==> src/rtl/pattern_serializer_tx.sv <==
// pattern_serializer_tx
// Serialises a W-bit pattern MSB first on line `a`, repeating it in_repeat
// extra times back to back, then pulses `done` for one cycle in IDLE.
// Optional feature: define PATTERN_SERIALIZER_TX_PARITY_EN to append one
// even-parity bit after every repetition of the pattern.
module pattern_serializer_tx #(
  parameter int W     = 8,
  parameter int CNT_W = 4
) (
  input  logic             clk,
  input  logic             reset,
  input  logic             in_valid,
  output logic             in_ready,
  input  logic [W-1:0]     in_pattern,
  input  logic [CNT_W-1:0] in_repeat,
  output logic             a,
  output logic             a_valid,
  output logic             done
);

  localparam int BW = (W > 2) ? $clog2(W) : 1;

`ifdef PATTERN_SERIALIZER_TX_PARITY_EN
  typedef enum logic [1:0] {IDLE = 2'd0, SHIFT = 2'd1, PARITY = 2'd2} state_t;
`else
  typedef enum logic [1:0] {IDLE = 2'd0, SHIFT = 2'd1} state_t;
`endif

  state_t           state_q;
  logic [W-1:0]     sh_q;
  logic [W-1:0]     pat_q;
  logic [CNT_W-1:0] rep_q;
  logic [BW-1:0]    bit_q;
  logic             done_q;
  logic             last_bit;

  assign last_bit = (bit_q == BW'(W - 1));

  // Control FSM, shift register and counters; done is set on the final
  // edge so it is high during the first IDLE cycle.
  always_ff @(posedge clk or posedge reset) begin
    if (reset) begin
      state_q <= IDLE;
      sh_q    <= '0;
      pat_q   <= '0;
      rep_q   <= '0;
      bit_q   <= '0;
      done_q  <= 1'b0;
    end else begin
      done_q <= 1'b0;
      case (state_q)
        IDLE: begin
          if (in_valid) begin
            sh_q    <= in_pattern;
            pat_q   <= in_pattern;
            rep_q   <= in_repeat;
            bit_q   <= '0;
            state_q <= SHIFT;
          end
        end
        SHIFT: begin
          sh_q  <= {sh_q[W-2:0], 1'b0};
          bit_q <= bit_q + BW'(1);
          if (last_bit) begin
            bit_q <= '0;
`ifdef PATTERN_SERIALIZER_TX_PARITY_EN
            state_q <= PARITY;
`else
            if (rep_q != '0) begin
              rep_q <= rep_q - CNT_W'(1);
              sh_q  <= pat_q;
            end else begin
              state_q <= IDLE;
              done_q  <= 1'b1;
            end
`endif
          end
        end
`ifdef PATTERN_SERIALIZER_TX_PARITY_EN
        PARITY: begin
          if (rep_q != '0) begin
            rep_q   <= rep_q - CNT_W'(1);
            sh_q    <= pat_q;
            state_q <= SHIFT;
          end else begin
            state_q <= IDLE;
            done_q  <= 1'b1;
          end
        end
`endif
        default: state_q <= IDLE;
      endcase
    end
  end

  // Outputs decoded purely from registered state; idle line level is 1.
  always_comb begin
    in_ready = (state_q == IDLE);
    done     = done_q;
    a        = 1'b1;
    a_valid  = 1'b0;
    case (state_q)
      SHIFT: begin
        a       = sh_q[W-1];
        a_valid = 1'b1;
      end
`ifdef PATTERN_SERIALIZER_TX_PARITY_EN
      PARITY: begin
        a       = ^pat_q;
        a_valid = 1'b1;
      end
`endif
      default: begin
        a       = 1'b1;
        a_valid = 1'b0;
      end
    endcase
  end

endmodule

==> config.mk <==
export PLATFORM = sky130hd
export DESIGN_NAME = pattern_serializer_tx
export DESIGN_NICKNAME = d
export VERILOG_FILES = /design/src/rtl/pattern_serializer_tx.sv
export SDC_FILE = /design/constraint.sdc
export NUM_CORES = 1
export LEC_CHECK = 0
export BUFFER_PORTS_ARGS = -buffer_cell sky130_fd_sc_hd__buf_4
export CORE_AREA = 10 10 62 64
export CTS_BUF_LIST = sky130_fd_sc_hd__clkbuf_8
export DETAILED_ROUTE_END_ITERATION = 6
export DIE_AREA = 0 0 72 74
export HOLD_SLACK_MARGIN = 0.03
export MAX_ROUTING_LAYER = met4
export PLACE_DENSITY = 0.67
export SETUP_SLACK_MARGIN = 0.02
export SLEW_MARGIN = 20
export SYNTH_ARGS = -nofsm -noshare
export SYNTH_HDL_FRONTEND = slang
export SYNTH_SLANG_ARGS = --single-unit
==> constraint.sdc <==
create_clock -name clk -period 1.8 [get_ports clk]
set_clock_uncertainty 0.15 [all_clocks]
set_input_delay 0.09 -clock clk [delete_from_list [all_inputs] [get_ports clk]]
set_output_delay 0.09 -clock clk [all_outputs]
set_load 0.02 [all_outputs]
==> flow_metrics.tcl, run 1 <==
set metrics [dict create \
    status "finished clean" \
    grt_start_max_net_pins 26 \
    chipWidth_um 72 \
    hold_violations 0 \
    h-tree-depth 1 \
    ys_warn_count 0 \
    place_area_sq_mm 0.001436 \
    critPathArrivalTime_ns 1.73 \
    cp_max_fo 7 \
    die_area_sq_mm 0.005328 \
    vias_per_cell 5.435 \
    min_period_ns 1.692 \
    synth.largest_area_cell "dfrtp_1" \
    synth_flop_cell "dfrtp_1" \
    dp_cells 175 \
    grt_pass1_wl_um 5382 \
    avgSynthCellArea_sq_um 9.854 \
    ioPinCount 19 \
    setup_violations 0 \
    start_util_pct 47.74 \
    use_met3_pct 2.793 \
    crit_path_start_kind "flop" \
    grt.met2_usage_pct 20.39 \
    coreArea_sq_mm 0.002663 \
    fillCellCount 236 \
    fin_util_pct 61.47 \
    ant_nets 0 \
    antenna_found_initial 0 \
    place_hpwl_um 2114 \
    grt_pass1_vias 1152 \
    synth_seq_cells 25 \
    power_density_mw_per_mm2 1327 \
    drv_cap 0 \
    drive_gt1_share_pct 19.14 \
    syn_inst 129 \
    synthesis.nets 148 \
    instances_no_fill 193 \
    syn2layout_area_growth_pct 28.74 \
    finalCritPeriodShare_pct 94.01 \
    seq_area_frac_synth_pct 49.21 \
    yosys.area.top_type_share_pct 49.21 \
    root_buffer "clkbuf_8" \
    drc 0 \
    synth_edf_count 0 \
    hold_path.class "input pin to async pin" \
    insertedDiodeCount 0 \
    cts_max_path_buffers 2 \
    grt_overflow_total 0 \
    p_leak_uw 0.0007846 \
    slew_headroom_pct 75.42 \
    finalPower_uw 2171 \
    gp_congestion 0.7928 \
    fin_area_sq_mm 0.001637 \
    cts_tree "yes" \
    cts_made_buffers 3 \
    clock.fmax_ghz 0.5910 \
    clk_pin_slew_ns 0.08 \
    wl_per_cell_um 15.88 \
    grt_use_met1_pct 15.42 \
    setup_tns_ns 0 \
    wl_um 3064 \
    drt_first_pass_iters 4 \
    end_kind "flop" \
    synth_common_cells "nand2_1 (30), dfrtp_1 (25), mux2i_1 (10)" \
    irDropWorstVdd_uv 920.4 \
    drt-initial-drc-count 42 \
    rows 19 \
    die_height_um 74 \
    critPathRequiredTime_ns 1.83 \
    grt.total_usage_pct 12.76 \
    synth_area_leaders "dfrtp_1 (49%), nand2_1 (8.9%), mux2i_1 (7.9%)" \
    insertion_delay_ns 0.26 \
    clkSinkCount 25 \
    slew_viol_final 0 \
    route.vias.total 1049 \
    rsz0062_at_grt "false" \
    synth.cell_area_sq_mm 0.001271 \
    synth_cell_types 28 \
    async_flop_share_pct 100.0 \
    yosysMostFrequentCell "nand2_1" \
    top_usage_layer "met2" \
    worst_pin_slew_ns 0.3687 \
    crit_type "flop to flop" \
    num-nets-final 182 \
    io_buffers 18 \
]
-- registers in the layout, indices dropped and copies added (netlist names) --
| name | flops |
|---|---|
| pat_q | 8 |
| sh_q | 8 |
| rep_q | 4 |
| bit_q | 3 |
| done | 1 |
| state_q | 1 |
-- cells in the final DEF, fill, tap and decap left out --
cell type and instances:
a31oi_1 1, nor2b_1 1, inv_1 5, a32o_1 1, a211oi_1 1, o21ai_2 1
a311oi_1 1, o21ai_0 1, a31o_1 7, and3_1 1, a22o_1 1, nor3_1 1
dfrtp_1 25, o21a_1 1, mux2i_1 10, ha_1 2, buf_6 1, nor2_1 2
nor3b_4 1, o22ai_1 8, nand2_1 30, ha_2 2, o32a_1 1, clkbuf_8 3
dlygate4sd3_1 14, buf_4 23, nand2b_1 4, o31ai_1 1, nand3_1 9, o21ai_1 3
-- layout make-up --
class	instances	area [sq um]	area share, %
clock buffers	3	41.29	2.523
well taps	31	38.79	2.370
inverters	4	15.01	0.9174
repair buffers	38	324.1	19.80
clock inverters	1	3.754	0.2294
multi-input cells	91	588.1	35.93
flip-flops and latches	25	625.6	38.23
-- critical path: stages (launching register included) --
cell and delay, ns:
dfrtp_1 0.39, ha_1 0.20, ha_2 0.26, nand2_1 0.09, o21ai_1 0.27, mux2i_1 0.25
-- timing repair --
item,4_1_cts,5_1_grt
setup endpoints to repair,0,8
hold endpoints to repair,39,0
buffers inserted,0,0
hold buffers,14,0
resized for setup,0,4
-- power breakdown --
part           switching [uW]  internal, uW
clock                     170           152
sequential                162           794
combinational             454           438
total                     786          1380
-- cell families after synthesis --
kind of cell | Yosys count | share of synthesized area (%)
DFF | 25 | 49.21
muxes | 10 | 7.874
adders and majority gates | 4 | 3.937
and+or+nand+nor | 49 | 17.32
buffers and inverters | 13 | 5.413
AOI/OAI and AO/OA | 28 | 16.24
-- path summary, 6_finish.rpt --
| kind | start | to | cells after the start | slack, ns |
|---|---|---|---|---|
| worst min-delay path | reset | pat_q[0]$_DFFE_PP0P_ | 4 | 0.28 |
| worst max-delay path | bit_q[0]$_DFFE_PP0P_ | rep_q[1]$_DFFE_PP0P_ | 5 | 0.11 |
| max in group asynchronous | reset | sh_q[3]$_DFFE_PP0P_ | 4 | 0.98 |
| min in group clk | pat_q[5]$_DFFE_PP0P_ | pat_q[5]$_DFFE_PP0P_ | 2 | 0.34 |
| worst max register to register | bit_q[0]$_DFFE_PP0P_ | rep_q[1]$_DFFE_PP0P_ | 5 | 0.11 |
| worst min register to register | pat_q[5]$_DFFE_PP0P_ | pat_q[5]$_DFFE_PP0P_ | 2 | 0.34 |
-- stage by stage --
stage / setup WS, ns / hold WS, ns
after CTS: 0.03969 / 0.2892
after global placement: 0.1788 / 0.01945
after global routing: 0.03587 / 0.2942
after floorplan: 0.2622 / -0.03268
final: 0.1078 / 0.2807
after detailed placement: 0.07565 / 0.01932
-- routing by layer --
layer	part of all wire (%)	routed length (um)	vias to the layer above
met2	50	1538	16
met3	3.8	117	4
met1	45	1383	507
li1	-	-	522
met5	0	0	-
met4	0.82	25	0
Note: power is estimated with default switching activity, not from simulation.
==> run 2, diff against run 1 <==
--- a/config.mk
+++ b/config.mk
@@ -7,7 +7,6 @@
 export LEC_CHECK = 0
 export BUFFER_PORTS_ARGS = -buffer_cell sky130_fd_sc_hd__buf_4
 export CORE_AREA = 10 10 62 64
-export CTS_BUF_LIST = sky130_fd_sc_hd__clkbuf_8
 export DETAILED_ROUTE_END_ITERATION = 6
 export DIE_AREA = 0 0 72 74
 export HOLD_SLACK_MARGIN = 0.03
==> run 2 against run 1 <==
Sequential share of layout area is 0.44 points higher. Non-clock buffer count unchanged. Total power down 3.5%. Final cell count is the same. Largest power group unchanged. Global-route usage decreased by 0.23 points. First-iteration DRC count up 12%.
==> flow_metrics.tcl, run 2 (synthesized netlist as in run 1, its figures left out) <==
set metrics [dict create \
    status "finished clean" \
    start_util_pct 47.74 \
    hold_violations 0 \
    place_hpwl_um 2114 \
    p_leak_uw 0.0007727 \
    grt_pass1_vias 1170 \
    ioPinCount 19 \
    sw_frac_of_total_pct 37.17 \
    gp_congestion 0.7928 \
    hold_path.class "input pin to async pin" \
    fin_area_sq_mm 0.001618 \
    rsz0062_at_grt "false" \
    wl_per_cell_um 15.78 \
    clk_pin_slew_ns 0.14 \
    top_regs "pat_q x8, sh_q x8, rep_q x4" \
    clkPwrFrac_pct 12.0 \
    p_seq_share_pct 45.5 \
    cpLargestDelayFamily "adder cells" \
    cts_made_buffers 3 \
    slowest_stage "dfrtp_1" \
    critPathRequiredTime_ns 1.89 \
    grt_start_max_net_pins 26 \
    irDropWorstVdd_uv 875.0 \
    ant_nets 0 \
    critPathMaxStageDelay_ns 0.41 \
    setup_violations 0 \
    worst_pin_slew_ns 0.3697 \
    die_height_um 74 \
    die_area_sq_mm 0.005328 \
    grt_pass1_wl_um 5361 \
    wl_um 3045 \
    dp_cells 175 \
    cts_max_path_buffers 2 \
    coreArea_sq_mm 0.002663 \
    clock.fmax_ghz 0.5878 \
    min_period_ns 1.701 \
    rows 19 \
    drive_gt1_share_pct 19.14 \
    grt.total_usage_pct 12.54 \
    drv_cap 0 \
    timing.rr.start "bit_q[0]$_DFFE_PP0P_" \
    num-nets-final 182 \
    cp_max_fo 7 \
    vias_per_cell 5.430 \
    insertion_delay_ns 0.31 \
    instances_no_fill 193 \
    p_switching_uw 779.1 \
    setup.worst_path.end "rep_q[1]$_DFFE_PP0P_" \
    slew_viol_final 0 \
    antenna_found_initial 0 \
    critPathArrivalTime_ns 1.79 \
    path_buf_inv 0 \
    drc 0 \
    finalCritPeriodShare_pct 94.52 \
    slew_headroom_pct 75.36 \
    place_area_sq_mm 0.001436 \
    r2r_setup_slack_ns 0.1 \
    power_density_mw_per_mm2 1295 \
    h-tree-depth 1 \
    clkSinkCount 25 \
    holdWs_ns 0.2176 \
    drt-initial-drc-count 47 \
    crit_type "flop to flop" \
    final_common_cell "nand2_1" \
    reg2reg_to "rep_q[1]$_DFFE_PP0P_" \
    syn2layout_area_growth_pct 27.26 \
    crit_path_start_kind "flop" \
    insertedDiodeCount 0 \
    crit_cells 5 \
    cp-startpoint "bit_q[0]$_DFFE_PP0P_" \
    layout_common_cells "nand2_1 (30), dfrtp_1 (25), buf_4 (23)" \
    chipWidth_um 72 \
    end_kind "flop" \
    grt_overflow_total 0 \
    io_buffers 18 \
    p_comb_share_pct 42.4 \
    worstPathCellList "ha_1 -> ha_2 -> nand2_1 -> o21ai_1 -> mux2i_1" \
    drt_first_pass_iters 4 \
    route.vias.total 1048 \
    root_buffer "clkbuf_4" \
    cts_tree "yes" \
    finalPower_uw 2096 \
    reg2reg_depth 5 \
    setup_tns_ns 0 \
    p_int_uw 1317 \
]
## run 2: tightest hold or removal path, delay by kind of cell
kind	cells	cell delay, ns
buffers and inverters	4	1.00
## run 2: worst min-delay path by stage
| stage | to | slack, ns | cells after the start | start |
|---|---|---|---|---|
| 3_5_place_dp | state_q[0]$_DFFE_PP0P_ | 0.02 | 3 | reset |
| 3_3_place_gp | sh_q[0]$_DFFE_PP0P_ | 0.02 | 3 | reset |
| 4_1_cts | bit_q[0]$_DFFE_PP0P_ | 0.22 | 4 | reset |
| 6_report | pat_q[0]$_DFFE_PP0P_ | 0.22 | 4 | reset |
| 2_1_floorplan | bit_q[0]$_DFFE_PP0P_ | -0.03 | 1 | reset |
| 5_1_grt | pat_q[0]$_DFFE_PP0P_ | 0.23 | 4 | reset |
## run 2: stage by stage
stage          util, %  worst slack [ns]
2_1_floorplan        -            0.2622
3_3_place_gp     53.95            0.1788
3_5_place_dp     53.95           0.07565
4_1_cts          60.20           0.02993
5_1_grt          60.76           0.03232
6_report         60.76           0.09861
## run 2: per-layer routing
metal / track usage (%) / part of all wire [%]
met2: 20.49 / 50
met5: - / 0
met4: 4.516 / 0.66
met1: 15.10 / 45
met3: 2.394 / 3.8
## run 2: cell type report
type,count,area (sq um)
clock buffers,4,26.28
fillers,234,1045
flip-flops and latches,25,625.6
well taps,31,38.79
repair buffers,38,324.1
inverters,4,15.01
multi-input cells,91,588.1
## run 2: power by group through the flow
stage / logic [uW] / clock network [uW] / registers, uW
after floorplan: 646 / 0 / 916
after global placement: 806 / 0 / 950
after detailed placement: 843 / 0 / 959
after CTS: 877 / 255 / 947
after global routing: 1030 / 278 / 989
final: 889 / 252 / 954
## run 2: what timing repair did
item | 4_1_cts | 5_1_grt
setup endpoints to repair | 0 | 8
setup buffers | 0 | 0
hold endpoints to repair | 39 | 0
resized for setup | 0 | 4
hold buffers | 14 | 0
==> run 3, diff against run 2 <==
--- a/config.mk
+++ b/config.mk
@@ -12,6 +12,7 @@
 export HOLD_SLACK_MARGIN = 0.03
 export MAX_ROUTING_LAYER = met4
 export PLACE_DENSITY = 0.67
+export RECOVER_POWER = 25
 export SETUP_SLACK_MARGIN = 0.02
 export SLEW_MARGIN = 20
 export SYNTH_ARGS = -nofsm -noshare
==> run 3 against run 2 <==
Sequential share of layout area increased by 0.060 points. Critical path depth unchanged. Flip-flop and latch count unchanged. Via count unchanged. Clock power about the same. Non-clock buffer count unchanged. Die area is the same. Register-to-register slack about the same. Cell area fell by 0.15%. Critical endpoint unchanged. Largest power group unchanged. Highest routed layer unchanged.
==> flow_metrics.tcl, run 3 (synthesized netlist as in run 1, its figures left out) <==
set metrics [dict create \
    cts_max_path_buffers 2 \
    post_cts_buffers 0 \
    dp_cells 175 \
    setup_tns_ns 0 \
    final_common_cell "nand2_1" \
    clk_pin_slew_ns 0.14 \
    layout_common_cells "nand2_1 (30), dfrtp_1 (25), buf_4 (21)" \
    p_switching_uw 779.2 \
    holdWs_ns 0.3283 \
    drt_first_pass_iters 4 \
    die_height_um 74 \
    cts_tree "yes" \
    slew_headroom_pct 57.75 \
    fin_util_pct 60.67 \
    path_buf_inv 0 \
    root_buffer "clkbuf_4" \
    critPathArrivalTime_ns 1.79 \
    chipWidth_um 72 \
    grt_start_max_net_pins 26 \
    grt_pass1_vias 1170 \
    grt_overflow_total 0 \
    setup_ws_ns 0.09856 \
    coreArea_sq_mm 0.002663 \
    rows 19 \
    insertedDiodeCount 0 \
    sw_frac_of_total_pct 37.19 \
    reg2reg_to "rep_q[1]$_DFFE_PP0P_" \
    gp_congestion 0.7928 \
    cts_made_buffers 3 \
    cp_max_fo 7 \
    r2r_setup_slack_ns 0.1 \
    fillCellCount 233 \
    wl_per_cell_um 15.80 \
    start_util_pct 47.74 \
    reg2reg_depth 5 \
    p_int_uw 1316 \
    critPathRequiredTime_ns 1.89 \
    cpLargestDelayFamily "adder cells" \
    insertion_delay_ns 0.31 \
    hold_violations 0 \
    status "finished clean" \
    h-tree-depth 1 \
    antenna_found_initial 0 \
    irDropWorstVdd_uv 874.8 \
    worst_pin_slew_ns 0.6337 \
    slowest_stage "dfrtp_1" \
    drv_cap 0 \
    drc 0 \
    rsz0062_at_grt "false" \
    timing.rr.start "bit_q[0]$_DFFE_PP0P_" \
    wl_um 3049 \
    clkSinkCount 25 \
    io_buffers 18 \
    instances_no_fill 193 \
    ant_nets 0 \
    drive_gt1_share_pct 19.14 \
    clock.fmax_ghz 0.5877 \
    grt_pass1_wl_um 5361 \
    setup_violations 0 \
    worstPathCellList "ha_1 -> ha_2 -> nand2_1 -> o21ai_1 -> mux2i_1" \
    num-nets-final 182 \
    crit_type "flop to flop" \
    route.vias.total 1048 \
    syn2layout_area_growth_pct 27.07 \
    power_density_mw_per_mm2 1297 \
    place_worst_setup_slack_ns 0.07565 \
    drt-initial-drc-count 47 \
    p_comb_share_pct 42.4 \
    top_regs "pat_q x8, sh_q x8, rep_q x4" \
    finalCritPeriodShare_pct 94.52 \
    end_kind "flop" \
    die_area_sq_mm 0.005328 \
    clkPwrFrac_pct 12.0 \
    hold_path.class "input pin to async pin" \
    critPathMaxStageDelay_ns 0.41 \
    vias_per_cell 5.430 \
    slew_viol_final 0 \
    min_period_ns 1.701 \
    place_hpwl_um 2114 \
    p_leak_uw 0.0007718 \
    ioPinCount 19 \
    p_seq_share_pct 45.5 \
    crit_path_start_kind "flop" \
    grt.total_usage_pct 12.54 \
]
[run 3: how the worst max path moves through the flow]
stage	from	endpoint	cells past startpoint	slack, ns
after floorplan	bit_q[0]$_DFFE_PP0P_	sh_q[1]$_DFFE_PP0P_	6	0.26
after global placement	bit_q[0]$_DFFE_PP0P_	rep_q[1]$_DFFE_PP0P_	5	0.18
after detailed placement	bit_q[0]$_DFFE_PP0P_	rep_q[1]$_DFFE_PP0P_	5	0.08
after CTS	bit_q[0]$_DFFE_PP0P_	rep_q[1]$_DFFE_PP0P_	5	0.03
after global routing	rep_q[0]$_DFFE_PP0P_	sh_q[2]$_DFFE_PP0P_	6	0.03
final	bit_q[0]$_DFFE_PP0P_	rep_q[1]$_DFFE_PP0P_	5	0.1
[run 3: power by group through the flow]
stage          clock network [uW]  logic [uW]  registers, uW
3_5_place_dp                    0         843            959
5_1_grt                       278        1020            989
2_1_floorplan                   0         646            916
4_1_cts                       255         877            947
6_report                      252         889            954
3_3_place_gp                    0         806            950
[run 3: final cells by class]
| class | instances | area (sq um) | area share, % |
|---|---|---|---|
| clock buffers | 4 | 26.28 | 1.627 |
| inverters | 4 | 15.01 | 0.9295 |
| multi-input cells | 91 | 588.1 | 36.41 |
| flip-flops and latches | 25 | 625.6 | 38.73 |
| well taps | 31 | 38.79 | 2.401 |
| repair buffers | 38 | 321.6 | 19.91 |
[run 3: metal layers]
metal,GRT usage (%),part of all wire (%),vias up
li1,-,-,523
met1,15.10,45,509
met2,20.49,50,14
met3,2.394,3.8,2
met4,4.516,0.66,0
met5,-,0,-
[run 3: repair_timing]
action	CTS	global route
hold buffers	14	0
endpoints found under the hold margin	39	0
resized for setup	0	4
endpoints found under the setup margin	0	8
[run 3: through the flow]
| stage | area (sq um) | total power [uW] |
|---|---|---|
| final | 1615 | 2095 |
| after global routing | 1615 | 2291 |
| after CTS | 1603 | 2078 |
| after detailed placement | 1436 | 1802 |
| after global placement | 1436 | 1757 |
| after floorplan | 1271 | 1562 |
[run 3: worst register-to-register path: cells and delay by family, from the launching register on]
kind | cells | cell delay, ns
fa+ha+maj | 2 | 0.47
mux | 1 | 0.24
compound gates | 1 | 0.27
flops | 1 | 0.41
simple gates | 1 | 0.10
